[config.mk]
export PLATFORM = sky130hd
export DESIGN_NAME = uart_tx_param_flat
export DESIGN_NICKNAME = d
export VERILOG_FILES = /design/src/rtl/uart_pkg.sv /design/src/rtl/uart_tx_param_if.sv /design/src/rtl/uart_tx_param_sync_fifo.sv /design/src/rtl/uart_tx_param.sv /design/src/flat_wrapper.sv
export SDC_FILE = /design/constraint.sdc
export NUM_CORES = 1
export LEC_CHECK = 0
export CAP_MARGIN = 20
export CORE_MARGIN = 1.5
export CORE_UTILIZATION = 54
export DETAILED_ROUTE_END_ITERATION = 12
export GPL_TIMING_DRIVEN = 1
export PLACE_DENSITY = 0.76
export SLEW_MARGIN = 20
export SYNTH_ARGS = -nofsm -noshare
export SYNTH_HDL_FRONTEND = slang
export SYNTH_SLANG_ARGS = --single-unit
export TNS_END_PERCENT = 100
[constraint.sdc]
create_clock -name clk -period 3.1 [get_ports clk]
set_input_delay 0.62 -clock clk [delete_from_list [all_inputs] [get_ports clk]]
set_output_delay 0.62 -clock clk [all_outputs]
set_load 0.005 [all_outputs]
[src/rtl/uart_pkg.sv]
// Shared UART definitions: FSM state encoding, parity modes and the parity helper.
// Used by the parametrised transmitter and the future receiver.
package uart_pkg;

  typedef enum logic [4:0] {
    ST_IDLE   = 5'b00001,
    ST_START  = 5'b00010,
    ST_DATA   = 5'b00100,
    ST_PARITY = 5'b01000,
    ST_STOP   = 5'b10000
  } uart_state_e;

  localparam int PAR_NONE = 0;
  localparam int PAR_ODD  = 1;
  localparam int PAR_EVEN = 2;

  // 100 MHz system clock at 9600 baud.
  localparam int DEFAULT_CLKS_PER_BIT = 10417;

  // Parity over the low data_bits bits: even -> XOR, odd -> XNOR.
  function automatic logic parity_bit(input logic [8:0] data,
                                      input int          data_bits,
                                      input int          mode);
    logic acc;
    acc = 1'b0;
    for (int i = 0; i < 9; i++) begin
      if (i < data_bits) acc ^= data[i];
    end
    return (mode == PAR_ODD) ? ~acc : acc;
  endfunction

endpackage

[src/rtl/uart_tx_param_if.sv]
// Valid/ready word handshake between a producer and the UART transmitter.
interface uart_tx_param_if #(
  parameter int DATA_BITS = 8
);
  logic [DATA_BITS-1:0] tx_data;
  logic                 tx_valid;
  logic                 tx_ready;

  modport master (output tx_data, output tx_valid, input tx_ready);
  modport slave  (input tx_data, input tx_valid, output tx_ready);
endinterface

[src/rtl/uart_tx_param_sync_fifo.sv]
// Single-clock show-ahead FIFO with occupancy count; DEPTH must be a power of 2.
module sync_fifo #(
  parameter int WIDTH = 8,
  parameter int DEPTH = 4,
  localparam int AW   = $clog2(DEPTH)
) (
  input  logic             clk,
  input  logic             reset_n,
  input  logic             push,
  input  logic             pop,
  input  logic [WIDTH-1:0] wdata,
  output logic [WIDTH-1:0] rdata,
  output logic             full,
  output logic             empty,
  output logic [AW:0]      count
);

  logic [WIDTH-1:0] mem [DEPTH];
  logic [AW-1:0]    wr_ptr;
  logic [AW-1:0]    rd_ptr;
  logic             do_push;
  logic             do_pop;

  // A full FIFO refuses a push even when a pop happens on the same edge.
  assign full    = (count == (AW+1)'(DEPTH));
  assign empty   = (count == '0);
  assign do_push = push && !full;
  assign do_pop  = pop && !empty;
  assign rdata   = mem[rd_ptr];

  // NOTE: sequential state uses non-blocking assignments so every flop samples pre-edge values.
  always_ff @(posedge clk or negedge reset_n) begin
    if (!reset_n) begin
      wr_ptr <= '0;
      rd_ptr <= '0;
      count  <= '0;
    end else begin
      if (do_push) wr_ptr <= wr_ptr + 1'b1;
      if (do_pop)  rd_ptr <= rd_ptr + 1'b1;
      case ({do_push, do_pop})
        2'b10:   count <= count + 1'b1;
        2'b01:   count <= count - 1'b1;
        default: count <= count;
      endcase
    end
  end

  // NOTE: storage has no reset; clearing the pointers already discards its contents.
  always_ff @(posedge clk) begin
    if (do_push) mem[wr_ptr] <= wdata;
  end

endmodule

[src/rtl/uart_tx_param.sv]
// Parametrised UART transmitter: FIFO-buffered valid/ready input, configurable
// data width, parity and stop bits, back-to-back frames while data is queued.
module uart_tx_param
  import uart_pkg::*;
#(
  parameter int CLKS_PER_BIT = DEFAULT_CLKS_PER_BIT,
  parameter int DATA_BITS    = 8,
  parameter int PARITY       = PAR_NONE,
  parameter int STOP_BITS    = 1,
  parameter int FIFO_DEPTH   = 4
) (
  input  logic                         clk,
  input  logic                         reset_n,
  uart_tx_param_if.slave               bus,
  output logic                         tx,
  output logic                         busy,
  output logic [$clog2(FIFO_DEPTH):0]  fifo_count
);

  localparam int             CW        = (CLKS_PER_BIT > 1) ? $clog2(CLKS_PER_BIT) : 1;
  localparam logic [CW-1:0]  CNT_LAST  = CW'(CLKS_PER_BIT - 1);
  localparam logic [3:0]     DATA_LAST = 4'(DATA_BITS - 1);
  localparam logic [3:0]     STOP_LAST = 4'(STOP_BITS - 1);

  if (CLKS_PER_BIT < 2) begin : g_bad_clks
    $error("uart_tx_param: CLKS_PER_BIT must be at least 2");
  end
  if (DATA_BITS < 5 || DATA_BITS > 9) begin : g_bad_data
    $error("uart_tx_param: DATA_BITS must be in 5..9");
  end
  if (PARITY != PAR_NONE && PARITY != PAR_ODD && PARITY != PAR_EVEN) begin : g_bad_par
    $error("uart_tx_param: PARITY must be 0, 1 or 2");
  end
  if (STOP_BITS != 1 && STOP_BITS != 2) begin : g_bad_stop
    $error("uart_tx_param: STOP_BITS must be 1 or 2");
  end
  if (FIFO_DEPTH < 2 || (FIFO_DEPTH & (FIFO_DEPTH - 1)) != 0) begin : g_bad_depth
    $error("uart_tx_param: FIFO_DEPTH must be a power of 2 and at least 2");
  end

  uart_state_e           state_q, state_d;
  logic [CW-1:0]         cnt_q, cnt_d;
  logic [3:0]            idx_q, idx_d;
  logic [DATA_BITS-1:0]  shift_q, shift_d;
  logic                  par_q, par_d;
  logic                  tx_d;
  logic                  bit_end;
  logic                  load;
  logic                  fifo_full;
  logic                  fifo_empty;
  logic [DATA_BITS-1:0]  fifo_rdata;

  sync_fifo #(
    .WIDTH (DATA_BITS),
    .DEPTH (FIFO_DEPTH)
  ) u_fifo (
    .clk     (clk),
    .reset_n (reset_n),
    .push    (bus.tx_valid),
    .pop     (load),
    .wdata   (bus.tx_data),
    .rdata   (fifo_rdata),
    .full    (fifo_full),
    .empty   (fifo_empty),
    .count   (fifo_count)
  );

  assign bus.tx_ready = !fifo_full;
  assign busy         = (state_q != ST_IDLE) || !fifo_empty;
  assign bit_end      = (cnt_q == CNT_LAST);

  // NOTE: every always_comb output gets a default first so no path infers a latch.
  always_comb begin
    state_d = state_q;
    cnt_d   = cnt_q;
    idx_d   = idx_q;
    shift_d = shift_q;
    par_d   = par_q;
    load    = 1'b0;

    case (state_q)
      ST_IDLE: begin
        cnt_d = '0;
        idx_d = '0;
        load  = !fifo_empty;
      end
      ST_START: begin
        cnt_d = cnt_q + 1'b1;
        if (bit_end) begin
          cnt_d   = '0;
          idx_d   = '0;
          state_d = ST_DATA;
        end
      end
      ST_DATA: begin
        cnt_d = cnt_q + 1'b1;
        if (bit_end) begin
          cnt_d   = '0;
          shift_d = shift_q >> 1;
          idx_d   = idx_q + 1'b1;
          if (idx_q == DATA_LAST) begin
            idx_d   = '0;
            state_d = (PARITY != PAR_NONE) ? ST_PARITY : ST_STOP;
          end
        end
      end
      ST_PARITY: begin
        cnt_d = cnt_q + 1'b1;
        if (bit_end) begin
          cnt_d   = '0;
          idx_d   = '0;
          state_d = ST_STOP;
        end
      end
      ST_STOP: begin
        cnt_d = cnt_q + 1'b1;
        if (bit_end) begin
          cnt_d = '0;
          idx_d = idx_q + 1'b1;
          if (idx_q == STOP_LAST) begin
            // Chain straight into the next start bit when a word is waiting.
            idx_d   = '0;
            load    = !fifo_empty;
            state_d = ST_IDLE;
          end
        end
      end
      default: state_d = ST_IDLE;
    endcase

    if (load) begin
      state_d = ST_START;
      shift_d = fifo_rdata;
      par_d   = parity_bit(9'(fifo_rdata), DATA_BITS, PARITY);
      cnt_d   = '0;
      idx_d   = '0;
    end

    // The line is registered, so it is derived from the state being entered.
    case (state_d)
      ST_START:  tx_d = 1'b0;
      ST_DATA:   tx_d = shift_d[0];
      ST_PARITY: tx_d = par_d;
      default:   tx_d = 1'b1;
    endcase
  end

  always_ff @(posedge clk or negedge reset_n) begin
    if (!reset_n) begin
      state_q <= ST_IDLE;
      cnt_q   <= '0;
      idx_q   <= '0;
      shift_q <= '0;
      par_q   <= 1'b0;
      tx      <= 1'b1;
    end else begin
      state_q <= state_d;
      cnt_q   <= cnt_d;
      idx_q   <= idx_d;
      shift_q <= shift_d;
      par_q   <= par_d;
      tx      <= tx_d;
    end
  end

endmodule
[src/flat_wrapper.sv]
// flat-port wrapper written by rule: the top's interface ports become plain ports
module uart_tx_param_flat import uart_pkg::*;
#(
  parameter int CLKS_PER_BIT = DEFAULT_CLKS_PER_BIT,
  parameter int DATA_BITS    = 8,
  parameter int PARITY       = PAR_NONE,
  parameter int STOP_BITS    = 1,
  parameter int FIFO_DEPTH   = 4
)
  (clk, reset_n, tx, busy, fifo_count, bus_tx_data, bus_tx_valid, bus_tx_ready);
  uart_tx_param_if #(.DATA_BITS(DATA_BITS)) bus_i ();
  input  logic clk;
  input  logic reset_n;
  output logic tx;
  output logic busy;
  output logic [$clog2(FIFO_DEPTH):0] fifo_count;
  input wire logic [$bits(bus_i.tx_data)-1:0] bus_tx_data;
  input wire logic [$bits(bus_i.tx_valid)-1:0] bus_tx_valid;
  output wire logic [$bits(bus_i.tx_ready)-1:0] bus_tx_ready;
  assign bus_i.tx_data = bus_tx_data;
  assign bus_i.tx_valid = bus_tx_valid;
  assign bus_tx_ready = bus_i.tx_ready;
  uart_tx_param #(.CLKS_PER_BIT(CLKS_PER_BIT), .DATA_BITS(DATA_BITS), .PARITY(PARITY), .STOP_BITS(STOP_BITS), .FIFO_DEPTH(FIFO_DEPTH)) u_core (.clk(clk), .reset_n(reset_n), .bus(bus_i), .tx(tx), .busy(busy), .fifo_count(fifo_count));
endmodule
---- After elaboration in Yosys (flattened, before gate mapping) ----
Memories as Yosys holds them, arrays and structs flattened.
Cells that the tools add are included.
cells by class
  add/subtract/negate cells ............... 6
  equality and inequality tests ........... 17
  muxes and demuxes ....................... 36
  bitwise operators ....................... 7
  reductions and logical operators ........ 16
operator list
  kind                                           count
  two-way mux 5 bit                              7
  two-way mux 14 bit                             2
  case mux 14 bit (2 select lines)               1
  case mux 5 bit (5 select lines)                1
  two-way mux 4 bit                              6
  two-way mux 8 bit                              3
  case mux 4 bit (4 select lines)                1
  adder 14 x 1 -> 14 bit, second input constant  1
  == test 14 bit, second input constant          1
  two-way mux 1 bit                              12
  == test 5 x 2 -> 1 bit, second input constant  2
  == test 5 x 3 -> 1 bit, second input constant  2
  == test 5 x 4 -> 1 bit, second input constant  2
  bitwise XOR 1 bit                              7
  != test 3 x 2 -> 1 bit, second input constant  2
  case mux 3 bit (2 select lines)                1
  nonzero test 2 bit                             3
  == test 5 x 1 -> 1 bit, second input constant  1
  == test 5 bit, second input constant           1
  != test 5 x 1 -> 1 bit, second input constant  1
  nonzero test 5 bit                             1
  adder 2 x 1 -> 2 bit, second input constant    2
  adder 4 x 1 -> 4 bit, second input constant    1
  == test 4 x 3 -> 1 bit, second input constant  1
  other kinds (18)                               20
storage, ports and cells
  register bits ........................... 40
  memory bits (writable) .................. 32
  input bits .............................. 11
  logic and storage cells ................. 93
  memories ................................ 1
memories
  name               depth  bits a word  rd ports  clocked after Yosys merged registers in  wr ports  line                           text
  u_core.u_fifo.mem  4      8            1         0                                        1         uart_tx_param_sync_fifo.sv:18  logic [WIDTH-1:0] mem [DEPTH];

---- Longest topological paths before layout ----
Gate-level depths: netlist (run 1).
  word-level depth ........................ 21
  depth in mapped cells ................... 14
  gate-level depth less buffers ........... 12

---- Modules after synthesis ----
From an unflattened synthesis (run 1), not the netlist that was laid out.
second synthesis, totals
  cell total of the unflattened synthesis .. 288
  area, all modules ....................... 3495.9 sq um
modules (own cells, without submodules)
  module         instances  cells each  area an instance (sq um)
  uart_tx_param  1          208         1911.8
  sync_fifo      1          80          1584.0

---- Worst setup path after synthesis (run 1) ----
Ideal clock, no wire load.
  path type ............................... reg-to-reg
  from .................................... reg u_core.cnt_q[0]
  to ...................................... reg u_core.u_fifo.count[2]
  setup time .............................. 0.079 ns
  arrival time ............................ 3.043 ns
  path slack .............................. -0.022 ns
  stages on the path, launching flop included .. 15
  path buffers ............................ 2
  path through ............................ dfrtp_1 inv_1 ha_1 or4b_1 nor4_1 a31oi_1 nor3_2 buf_4 buf_4 ha_1 inv_1 fa_1 xor2_1 nor2_1 xor2_1
on the way
  cells in the longest elaborated chain, start to end .. 6
  elaborated cells between the ends (all ways) .. 8
  classes of those cells .................. 3 x eq/ne; 3 x mux; 2 x reduce/logical
ends and longest elaborated chain
  item                                                                   line                           text
  start: declaration                                                     uart_tx_param.sv:42            logic [CW-1:0] cnt_q, cnt_d;
  start signal: assignment                                               uart_tx_param.sv:158           cnt_q <= cnt_d;
  == test 14 bit (*)                                                     uart_tx_param.sv:70            assign bit_end = (cnt_q == CNT_LAST);
  two-way mux 1 bit (*)                                                  uart_tx_param.sv:117           if (bit_end) begin
  case mux 1 bit (2 select lines) (*)                                    uart_tx_param.sv:81            case (state_q)
  logical AND 1 bit (*)                                                  uart_tx_param_sync_fifo.sv:28  assign do_pop = pop && !empty;
  via u_core.u_fifo.do_pop                                               uart_tx_param_sync_fifo.sv:22  logic do_pop;
  == test 2 x 1 -> 1 bit or == test 2 bit (tied branches)                uart_tx_param_sync_fifo.sv:40  case ({do_push, do_pop})
  case mux 3 bit (2 select lines) or nonzero test 2 bit (tied branches)  n/a
  end signal: assignment                                                 uart_tx_param_sync_fifo.sv:41  2'b10: count <= count + 1'b1;
  end signal: assignment                                                 uart_tx_param_sync_fifo.sv:42  2'b01: count <= count - 1'b1;
  end signal: assignment                                                 uart_tx_param_sync_fifo.sv:43  default: count <= count;
  end: declaration                                                       uart_tx_param_sync_fifo.sv:15  output logic [AW:0] count
Mark *: on every way through the listed nets, which the timed path passes. The rest lies on a longest branch.
A chain may end at the register's enable or synchronous reset.

---- Final worst setup path (run 1) ----
  from .................................... reg u_core.cnt_q[8]
  to ...................................... reg u_core.u_fifo.count[2]
on the way
  cells in the longest elaborated chain, start to end .. 6
  elaborated cells between the ends (all ways) .. 8
  classes of those cells .................. 3 x eq/ne; 3 x mux; 2 x reduce/logical
ends and longest elaborated chain
  item                                                                   line
  == test 14 bit (*)                                                     uart_tx_param.sv:70
  two-way mux 1 bit (*)                                                  uart_tx_param.sv:117
  case mux 1 bit (2 select lines) (*)                                    uart_tx_param.sv:81
  logical AND 1 bit (*)                                                  uart_tx_param_sync_fifo.sv:28
  == test 2 x 1 -> 1 bit or == test 2 bit (tied branches)                uart_tx_param_sync_fifo.sv:40
  case mux 3 bit (2 select lines) or nonzero test 2 bit (tied branches)  n/a
Every way passes the cells marked *; elsewhere a longest branch is shown, timed or not.

==> results of run 1 <==
==> metrics by stage <==
stage,utilization [%],instance area (um2)
final,63.5,3990
after global routing,63.5,3990
after CTS,63.0,3960
after detailed placement,59.0,3700
after global placement,59.0,3700
after floorplan,-,3480
==> what timing repair did <==
action,CTS,global route
gates resized for setup,0,5
endpoints found under the setup margin,0,1
hold endpoints to repair,0,0
buffers inserted,0,1
==> cell usage in the layout, fill, tap and decap left out, types with 3 or more instances in the layout <==
master / n
a21oi_1: 8
a22o_1: 4
a31oi_1: 3
and2_1: 7
and3_1: 5
buf_4: 6
bufinv_16: 3
clkbuf_8: 9
clkdlybuf4s50_1: 15
dfrtp_1: 37
edfxtp_1: 32
ha_1: 8
inv_1: 14
mux2i_1: 6
mux4_2: 8
nand2_1: 23
nand3_1: 8
nand3b_1: 4
nand4_1: 3
nor2_1: 20
nor2b_1: 3
nor4_1: 3
o21ai_0: 21
o31ai_1: 3
o41ai_1: 3
xnor2_1: 13
xor2_1: 6
==> Yosys cell counts (3+ instances only) <==
cell | count | area, um2
a21oi_1 | 8 | 40.0
a22o_1 | 4 | 35.0
a31oi_1 | 4 | 25.0
and2_1 | 7 | 43.8
and3_1 | 5 | 31.3
clkbuf_1 | 6 | 22.5
dfrtp_1 | 38 | 951
edfxtp_1 | 32 | 961
ha_1 | 9 | 113
inv_1 | 14 | 52.6
mux2i_1 | 6 | 60.1
mux4_2 | 8 | 180
nand2_1 | 23 | 86.3
nand3_1 | 8 | 40.0
nand3b_1 | 4 | 30.0
nand4_1 | 3 | 18.8
nor2_1 | 20 | 75.1
nor2b_1 | 3 | 18.8
nor4_1 | 4 | 25.0
o21ai_0 | 21 | 105
o31ai_1 | 3 | 22.5
o41ai_1 | 3 | 26.3
xnor2_1 | 13 | 114
xor2_1 | 6 | 52.6
==> how the worst min path moves through the flow <==
stage                            from                end  slack (ns)  depth (start not counted)
floorplan                     reset_n    u_core.cnt_q[0]        0.32                          0
global placement    u_core.shift_q[6]  u_core.shift_q[6]        0.47                          1
detailed placement  u_core.shift_q[1]  u_core.shift_q[1]        0.47                          1
CTS                           reset_n    u_core.idx_q[3]        0.41                          1
global route                  reset_n    u_core.idx_q[3]        0.45                          1
finish                        reset_n   u_core.cnt_q[11]        0.39                          1
==> logic make-up after synthesis <==
kind of cell	Yosys count	share of synthesized area (%)
fa+ha+maj	10	3.82
buf+inv	25	3.38
flops	72	56.5
simple gates	93	14.5
compound gates	53	10.0
mux	14	6.91
xor+xnor	19	4.79
==> metal layers <==
layer  routed length [um]  vias up
met5                    0        -
li1                     -     1083
met4                   79        0
met3                  278       10
met2                 3000       52
met1                 3030     1091
==> final cells by class <==
type                       instances  area, um2  area share, %
clock buffer                       9        124           3.11
clock inverter                     7        126           3.17
inverter                          14       52.6           1.32
multi-input combinational        189       1420           35.6
sequential                        72       1970           49.3
tap                               77       96.3           2.42
timing repair buffer              22        200           5.02
==> report_power, final <==
group	internal [uW]	total, uW	switching, uW
logic	649	1320	672
registers	1240	1430	183
clock network	545	929	384
total	2440	3680	1240
==> worst max-delay path, delay by kind of cell, from the launching register on <==
family                     cells  cell delay, ns
AOI/OAI and AO/OA              1            0.15
xor gates and xnor gates       2            0.31
adders and majority gates      2            0.60
buffers and inverters          1            0.05
DFF                            1            0.46
and+or+nand+nor                4            1.26
==> registers in the layout, summed over array words and instances (netlist names) <==
register	flops
u_core.idx_q	4
u_core.state_q	5
u_core.cnt_q	14
u_core.u_fifo.mem	32
u_core.u_fifo.wr_ptr	2
u_core.shift_q	8
u_core.tx	1
u_core.u_fifo.count	3
u_core.u_fifo.rd_ptr	2
u_core.par_q	1
==> impl_results.md, run 1 <==
- Status: complete, no violations
- F_max: 343 MHz
- Placed cells: 373
- Worst-path cell chain: or4b_1, nor4_4, a31oi_2, nor3_2, ha_2, inv_1, fa_1, xor2_1, nor2_1, xor2_1
- Highest net fanout along the worst path: 8
- Synth async-reset ratio: 55.6%
- Pre-CTS setup slack: 0.152 ns
- GRT Util Overall: 19.6%
- Worst R2R Path Depth: 10
- Num CTS Buffers: 9
- Fillers: 468
- Power per cell area: 922 nW/um2
- Synthesized area: roughly 3500 um2
- Area grow syn2layout: 14.7%
- Clock Latency Late Sink: about 0.35 ns
- Fin crit period: 2.91 ns
- CP Data Required Time: 3.38 ns
- Tcrit/Tclk final: 94.0%
- Drt drc: 0
- Net count after synthesis: 307
- Post-synth EDFFs: 32
- Worst Skew: 0.00826 ns
- WL/cell: 16.4 um
- Routability Congestion: between 0.9 and 1
- Total vias in the final route: approximately 2200
- Library cells used by synthesis: 47
- Global-route wire length before repair: 10500 um
- Slowest CP cell: or4b_1
- Average size of a mapped cell: 12.1 um2
- Core area: 6280 um2
- Total gr overflow: 0
- Startpoint Class: flip-flop
- Clock transition at path regs: around 0.09 ns
- ANT cells: 0
- I/O pin total: 17
- Worst Setup SP: u_core.cnt_q[8]
- Critical path endpoint category: flip-flop
- Setup Crit Path Kind: reg2reg
- Max Root-Sink Buffers: 2
- DRT Pass-1 Iters: 4
- Top_reg_cell synth: dfrtp_1
- Leak: 0.00156 uW
- RR Startpoint: u_core.cnt_q[8]
- TritonCTS clock tree: done
- Slew HR: slightly below 40%
- Final ANT Viol Nets: 0
- Crit path capture: u_core.u_fifo.count[2]
- GR Util met1: 28.1%
- Initial antenna violation count: 0
- Max_cap viols: 0
- Clock Sinks: 72
- Setup ws final: approximately 0.19 ns
- Overall power: roughly 3700 uW
- Slew @ Worst Pin: 0.909 ns
- GRT Max-Usage Layer: met2
- Hold Fails Final Rpt: 0
- FF+latch count, synth: between 70 and 80
- Final WL: 6390 um
- Worst EP arrival: 3.19 ns
- Clock H-tree levels: 3
- WHS: 0.389 ns
- Root Driver: clkbuf_8
- Reg-to-reg setup timing slack: ~0.19 ns
- Sequential fraction of the synthesis area: 56.5%
- Overall die height: 83.2 um
- Worst R2R End: u_core.u_fifo.count[2]
- Hold Buf Count CTS: 0
- CP dominant cell by count: xor2_1
- Final Max Tran Viols: 0
- Die area: 6920 um2
- Die Wd: 83.2 um
- Largest net degree at the start of global routing: 41
- GRT met3 Usage: 5.07%
- Final #Nets: 329
- Num rows: 29
- Setup violations, final: 0
- Starting Density: 55.4%
- DRT iter0 DRCs: between 100 and 150
- Layout cells sized above 1: 14.1%
- CP peak stage delay: 0.58 ns
- Final Non-Filler Cells: a little under 400
- Port bufs: 16
- Hold crit path type: in2async
- Setup TNS: 0 ns
- Vias per cell: 5.73
- Final HPWL DP: 4240 um
- Post-Syn Instances: 286
- Yosys warns: 0
- Number of global-route vias before repair: 2176
- Grt met2 use: 28.2%
- Peak VDD IR: roughly 0.53 mV
(Power assumes the default switching activity.)
==> inputs of run 2 (changes only) <==
- CORE_MARGIN: 1.5 -> not set
- CORE_UTILIZATION: 54 -> 56
- CTS_BUF_LIST: not set -> sky130_fd_sc_hd__clkbuf_4 sky130_fd_sc_hd__clkbuf_8
- PLACE_DENSITY: 0.76 -> 0.78
- SLEW_MARGIN: 20 -> not set
==> run 2 against run 1 <==
Total power shrank 5.0%. Utilization grew 2.1 points. Critical path depth grew 2. Register-to-register slack lost 0.05 ns. Die area shrank 5.8%. Worst hold slack gained 0.0043 ns. Sequential power is essentially flat. Non-clock buffer count shrank 1. Final cell count shrank 0.77%. Maximum frequency shrank 1.8%. Largest cell class unchanged.
==> impl_results.md, run 2 (synthesized netlist as in run 1, its figures left out) <==
- WHS: 0.394 ns (+0.00433 ns)
- Crit path capture: u_core.u_fifo.count[2]
- Core area: 5960 um2 (-5.1%)
- Worst EP arrival: 3.23 ns (+0.04 ns)
- Worst Skew: 0.00871 ns (+0.000443 ns)
- Layout cells sized above 1: 12.8% (-1.2 points)
- WL/cell: 16.2 um (-1.3%)
- F_max: 337 MHz (-1.8%)
- Slew HR: 40.4% (+1.0 points)
- Slowest CP cell: or4b_1
- Hold Fails Final Rpt: 0 (unchanged)
- Status: complete, no violations
- Final Max Tran Viols: 0 (unchanged)
- Largest net degree at the start of global routing: 41 (unchanged)
- DR WL met3: 250 um (-10%)
- Routability Congestion: 0.847 (-6.5%)
- Worst R2R End: u_core.u_fifo.count[2]
- Clock transition at path regs: 0.08 ns (about the same)
- Highest net fanout along the worst path: 5 (-3)
- Worst Setup SP: u_core.cnt_q[0]
- Max_cap viols: 0 (unchanged)
- Global-route wire length before repair: 10300 um (-2.1%)
- I/O pin total: 17 (unchanged)
- Final WL: 6260 um (-2.1%)
- Final HPWL DP: 4250 um (+0.24%)
- Clock Sinks: 72 (unchanged)
- Number of global-route vias before repair: 2080 (-4.4%)
- Final Util: 65.6% (+2.1 points)
- Num rows: 28 (-3.4%)
- Final Non-Filler Cells: 387 (-0.77%)
- Tcrit/Tclk final: 95.7% (+1.7 points)
- Max Root-Sink Buffers: 2 (unchanged)
- Setup Crit Path Kind: reg2reg
- Setup TNS: 0 ns (unchanged)
- Leak: 0.00154 uW (-1.6%)
- Total vias in the final route: 2234 (-0.089%)
- Wl on met1: 3090 um (+1.8%)
- Worst-path cell chain: inv_1, ha_1, or4b_1, nor4_2, a31oi_1, nor3_2, ha_2, inv_1, fa_1, xor2_1, nor2_1, xor2_1
- Setup violations, final: 0 (unchanged)
- RSZ-0062 raised after global routing: no
- Peak VDD IR: 0.591 mV (+11%)
- Max layer used: met4
- CP Data Required Time: 3.37 ns (about the same)
- Hold Buf Count CTS: 0 (unchanged)
- Setup ws final: 0.134 ns (-0.0522 ns)
- RR Startpoint: u_core.cnt_q[0]
- Clock H-tree levels: 3 (unchanged)
- Biggest regs: u_core.u_fifo.mem x32, u_core.cnt_q x14, u_core.shift_q x8
- Die Wd: 80.8 um (-2.9%)
- Fin crit period: 2.97 ns (+0.0522 ns)
- Total gr overflow: 0 (unchanged)
- Final #Nets: 328 (-0.30%)
- Die area: 6520 um2 (-5.8%)
- Startpoint Class: flip-flop
- Critical path endpoint category: flip-flop
- ANT cells: 0 (unchanged)
- Worst R2R Path Depth: 12 (+2)
- Clock Latency Late Sink: 0.35 ns (about the same)
- Reg-to-reg setup timing slack: 0.13 ns (-0.05 ns)
- Slew @ Worst Pin: 0.893 ns (-0.0155 ns)
- GRT Util Overall: 21.5% (+2.0 points)
- Most frequent cells in the layout: 38 x dfrtp_1, 32 x edfxtp_1, 23 x nand2_1
- Commonest non-fill, non-tap cell in the layout: dfrtp_1
- Final ANT Viol Nets: 0 (unchanged)
- Cts repair resizes: 0 (unchanged)
- Area grow syn2layout: 12.4%
- Initial antenna violation count: 0 (unchanged)
- Pre-CTS setup slack: 0.231 ns (+0.0794 ns)
- Port bufs: 16 (unchanged)
- Starting Density: 58.3% (+3.0 points)
- DRT Pass-1 Iters: 4 (unchanged)
- Overall die height: 80.8 um (-2.9%)
- Drt drc: 0 (unchanged)
- Setup bufs post-CTS: 0 (unchanged)
- Placed cells: 371 (-0.54%)
- CP peak stage delay: 0.49 ns (-0.09 ns)
- TritonCTS clock tree: done
- Power per cell area: 894 nW/um2 (-3.1%)
- Largest register FFs: 32 (unchanged)
- Num CTS Buffers: 9 (unchanged)
- Hold crit path type: in2async
- Fillers: 436 (-6.8%)
- Metal2 WL: 2800 um (-6.7%)
- Most flop-heavy register: u_core.u_fifo.mem
- Vias per cell: 5.77 (+0.69%)
- DRT iter0 DRCs: 140 (+35%)
- Root Driver: clkbuf_8
## run 2: cell count changes in the layout (fill, tap and decap cells not counted), sizes merged
cell	change
buf	-1
bufinv	-2
clkbuf	+1
clkinv	+4
clkinvlp	-1
inv	-2
## run 2: layout make-up
type	instances	area, um2	area share [%]
Tap cell	75	93.8	2.40
Multi-Input combinational cell	189	1400	35.9
Clock inverter	6	70.1	1.79
Clock buffer	10	131	3.36
Sequential cell	72	1960	50.3
Inverter	14	52.6	1.35
Timing Repair Buffer	21	193	4.93
## run 2: worst max-delay path: cells and delay by family, from the launching register on
| family | cells | cell delay [ns] |
|---|---|---|
| simple gates | 4 | 1.10 |
| xor+xnor | 2 | 0.31 |
| fa+ha+maj | 3 | 0.77 |
| flops | 1 | 0.42 |
| buf+inv | 2 | 0.14 |
| compound gates | 1 | 0.16 |
## run 2: worst min-delay path by stage
stage	start	endpoint	slack [ns]	cells after the start
finish	reset_n	u_core.shift_q[4]	0.39	1
global route	reset_n	u_core.shift_q[4]	0.47	1
detailed placement	u_core.shift_q[1]	u_core.shift_q[1]	0.47	1
floorplan	reset_n	u_core.cnt_q[0]	0.32	0
CTS	reset_n	u_core.shift_q[4]	0.42	1
global placement	u_core.shift_q[6]	u_core.shift_q[6]	0.47	1
## run 2: stage by stage
| stage | instance area, um2 | total power (uW) |
|---|---|---|
| after floorplan | 3480 | 2400 |
| after global placement | 3700 | 2670 |
| after detailed placement | 3700 | 2730 |
| after CTS | 3900 | 3500 |
| final | 3910 | 3490 |
| after global routing | 3910 | 3710 |
## run 2: per-layer routing
layer	global-route usage (%)	vias to the layer above
li1	-	1096
met1	32.0	1069
met2	31.0	58
met3	3.71	11
met4	9.64	0
met5	0	-
## run 2: report_power, final
part	internal, uW	total (uW)	leakage [uW]	switching, uW
logic	635	1320	0.000623	685
registers	1240	1420	0.000810	181
clock network	386	748	0.000104	362
==> inputs of run 3 (changes only) <==
--- a/config.mk
+++ b/config.mk
@@ -12,4 +12,6 @@
 export GPL_TIMING_DRIVEN = 1
 export PLACE_DENSITY = 0.78
+export REMOVE_ABC_BUFFERS = 1
+export SLEW_MARGIN = 0
 export SYNTH_ARGS = -nofsm -noshare
 export SYNTH_HDL_FRONTEND = slang
==> constraint.sdc (replaced) <==
create_clock -name clk -period 3.1 [get_ports clk]
set_input_delay 0.62 -clock clk [delete_from_list [all_inputs] [get_ports clk]]
set_output_delay 0.62 -clock clk [all_outputs]
set_load 0.05 [all_outputs]
==> run 3 against run 2 <==
Sequential power hardly changed. Critical path type unchanged. Highest routed layer unchanged. Register-to-register slack better by 0.04 ns. Die area stayed put. Critical path depth stayed put.
==> impl_results.md, run 3 (synthesized netlist as in run 1, its figures left out) <==
- Status: complete, no violations
- Starting Density: 58.3% (unchanged)
- ANT cells: 0 (unchanged)
- Slowest CP cell: or4b_4
- Hold Fails Final Rpt: 0 (unchanged)
- Power per cell area: 944 nW/um2 (+5.7%)
- Fin crit period: 2.93 ns (-0.0367 ns)
- WL/cell: 16.4 um (+1.3%)
- Worst Skew: 0.0128 ns (+0.00411 ns)
- Setup Crit Path Kind: reg2reg
- Biggest regs: u_core.u_fifo.mem x32, u_core.cnt_q x14, u_core.shift_q x8
- Leak: 0.00157 uW (+2.0%)
- Num CTS Buffers: 9 (unchanged)
- DRT Pass-1 Iters: 4 (unchanged)
- Initial antenna violation count: 0 (unchanged)
- Clock H-tree levels: 3 (unchanged)
- Routability Congestion: 0.813 (-4.0%)
- Die area: 6520 um2 (unchanged)
- Core area: 5960 um2 (unchanged)
- Die Wd: 80.8 um (unchanged)
- Overall die height: 80.8 um (unchanged)
- Critical path endpoint category: flip-flop
- CP Data Required Time: 3.36 ns (about the same)
- Clock Sinks: 72 (unchanged)
- Vias per cell: 5.86 (+1.5%)
- Final #Nets: 330 (+0.61%)
- Clock Latency Late Sink: 0.34 ns (about the same)
- Startpoint Class: flip-flop
- Highest net fanout along the worst path: 5 (unchanged)
- Most flop-heavy register: u_core.u_fifo.mem
- Commonest non-fill, non-tap cell in the layout: dfrtp_1
- Worst-path cell chain: inv_1, ha_1, or4b_4, nor4_4, a31oi_2, nor3_2, ha_2, inv_1, fa_1, xor2_1, nor2_1, xor2_1
- Num rows: 28 (unchanged)
- Root Driver: clkbuf_8
- Final ANT Viol Nets: 0 (unchanged)
- Final HPWL DP: 4380 um (+2.9%)
- Layout cells sized above 1: 14.0% (+1.2 points)
- F_max: 341 MHz (+1.3%)
- Port bufs: 16 (unchanged)
- Final instance area: 3980 um2 (+2.0%)
- Worst EP arrival: 3.19 ns (-0.04 ns)
- Setup TNS: 0 ns (unchanged)
- Most frequent cells in the layout: 38 x dfrtp_1, 32 x edfxtp_1, 23 x nand2_1
- Drt drc: 0 (unchanged)
- Hold crit path type: in2async
- Number of global-route vias before repair: 2150 (+3.4%)
- Tcrit/Tclk final: 94.5% (-1.2 points)
- Slew @ Worst Pin: 0.875 ns (-0.0181 ns)
- Total vias in the final route: 2280 (+2.1%)
- TritonCTS clock tree: done
- Area grow syn2layout: 14.7%
- Area post-placement: 3700 um2 (about the same)
- Peak VDD IR: 0.804 mV (+36%)
- Clock transition at path regs: 0.08 ns (about the same)
- Global-route wire length before repair: 10400 um (+1.1%)
- Slew HR: 41.6% (+1.2 points)
- Max Root-Sink Buffers: 2 (unchanged)
- CP peak stage delay: 0.48 ns (about the same)
- Total gr overflow: 0 (unchanged)
- Max_cap viols: 0 (unchanged)
- Setup violations, final: 0 (unchanged)
- Final Max Tran Viols: 0 (unchanged)
- Final WL: 6380 um (+1.9%)
- Largest register FFs: 32 (unchanged)
- GRT Util Overall: 21.7% (+0.14 points)
- I/O pin total: 17 (unchanged)
- DRT iter0 DRCs: 208 (+49%)
- Largest net degree at the start of global routing: 41 (unchanged)
run 3: layout make-up:
class | count | area, um2
fillers | 441 | 1970
flip-flops and latches | 72 | 1960
multi-input cells | 189 | 1420
repair buffers | 23 | 208
clock buffers | 11 | 139
clock inverters | 5 | 106
well taps | 75 | 93.8
inverters | 14 | 52.6
run 3: worst paths after layout:
path | endpoint | startpoint | cells after the start | slack [ns]
max in group asynchronous | u_core.cnt_q[6] | reset_n | 1 | 2.14
min in group clk | u_core.shift_q[6] | u_core.shift_q[6] | 1 | 0.49
setup reg to reg | u_core.u_fifo.count[2] | u_core.cnt_q[0] | 12 | 0.17
hold reg to reg | u_core.shift_q[6] | u_core.shift_q[6] | 1 | 0.49
hold / removal | u_core.shift_q[3] | reset_n | 1 | 0.40
setup / recovery | u_core.u_fifo.count[2] | u_core.cnt_q[0] | 12 | 0.17
run 3: timing repair:
action	in CTS	in global routing
endpoints found under the setup margin	0	1
hold buffers	0	0
gates resized for setup	0	5
buffers inserted	0	1
run 3: where the power goes:
part	switching, uW	internal, uW	leakage, uW
sequential	177	1240	0.000810
combinational	796	649	0.000638
clock	342	554	0.000121
run 3: layer usage:
| layer | wire length, um | up-vias | part of all wire, % | global-route usage (%) |
|---|---|---|---|---|
| li1 | - | 1090 | - | - |
| met1 | 3040 | 1115 | 48 | 30.9 |
| met3 | 213 | 14 | 3.3 | 3.48 |
| met4 | 150 | 0 | 2.4 | 11.4 |
| met5 | 0 | - | 0 | 0 |
| met2 | 2970 | 61 | 47 | 32.1 |
run 3: critical path: cells and delay by family (launching register included):
family | cells | cell delay (ns)
and+or+nand+nor | 4 | 1.14
adders and majority gates | 3 | 0.72
DFF | 1 | 0.41
xor gates and xnor gates | 2 | 0.32
AOI/OAI and AO/OA | 1 | 0.15
buffers and inverters | 2 | 0.13
run 3: stage by stage:
| stage | hold slack, ns | total power (uW) | util, % | setup WS (ns) | cells |
|---|---|---|---|---|---|
| 5_1_grt | 0.476 | 4000 | 66.9 | -0.00775 | 389 |
| 3_3_place_gp | 0.474 | 2820 | 62.2 | 0.221 | 372 |
| 4_1_cts | 0.433 | 3760 | 66.3 | 0.00718 | 388 |
| 3_5_place_dp | 0.480 | 2870 | 62.2 | 0.0252 | 372 |
| 6_report | 0.399 | 3760 | 66.9 | 0.171 | 389 |
| 2_1_floorplan | 0.324 | 2470 | - | -0.314 | 275 |
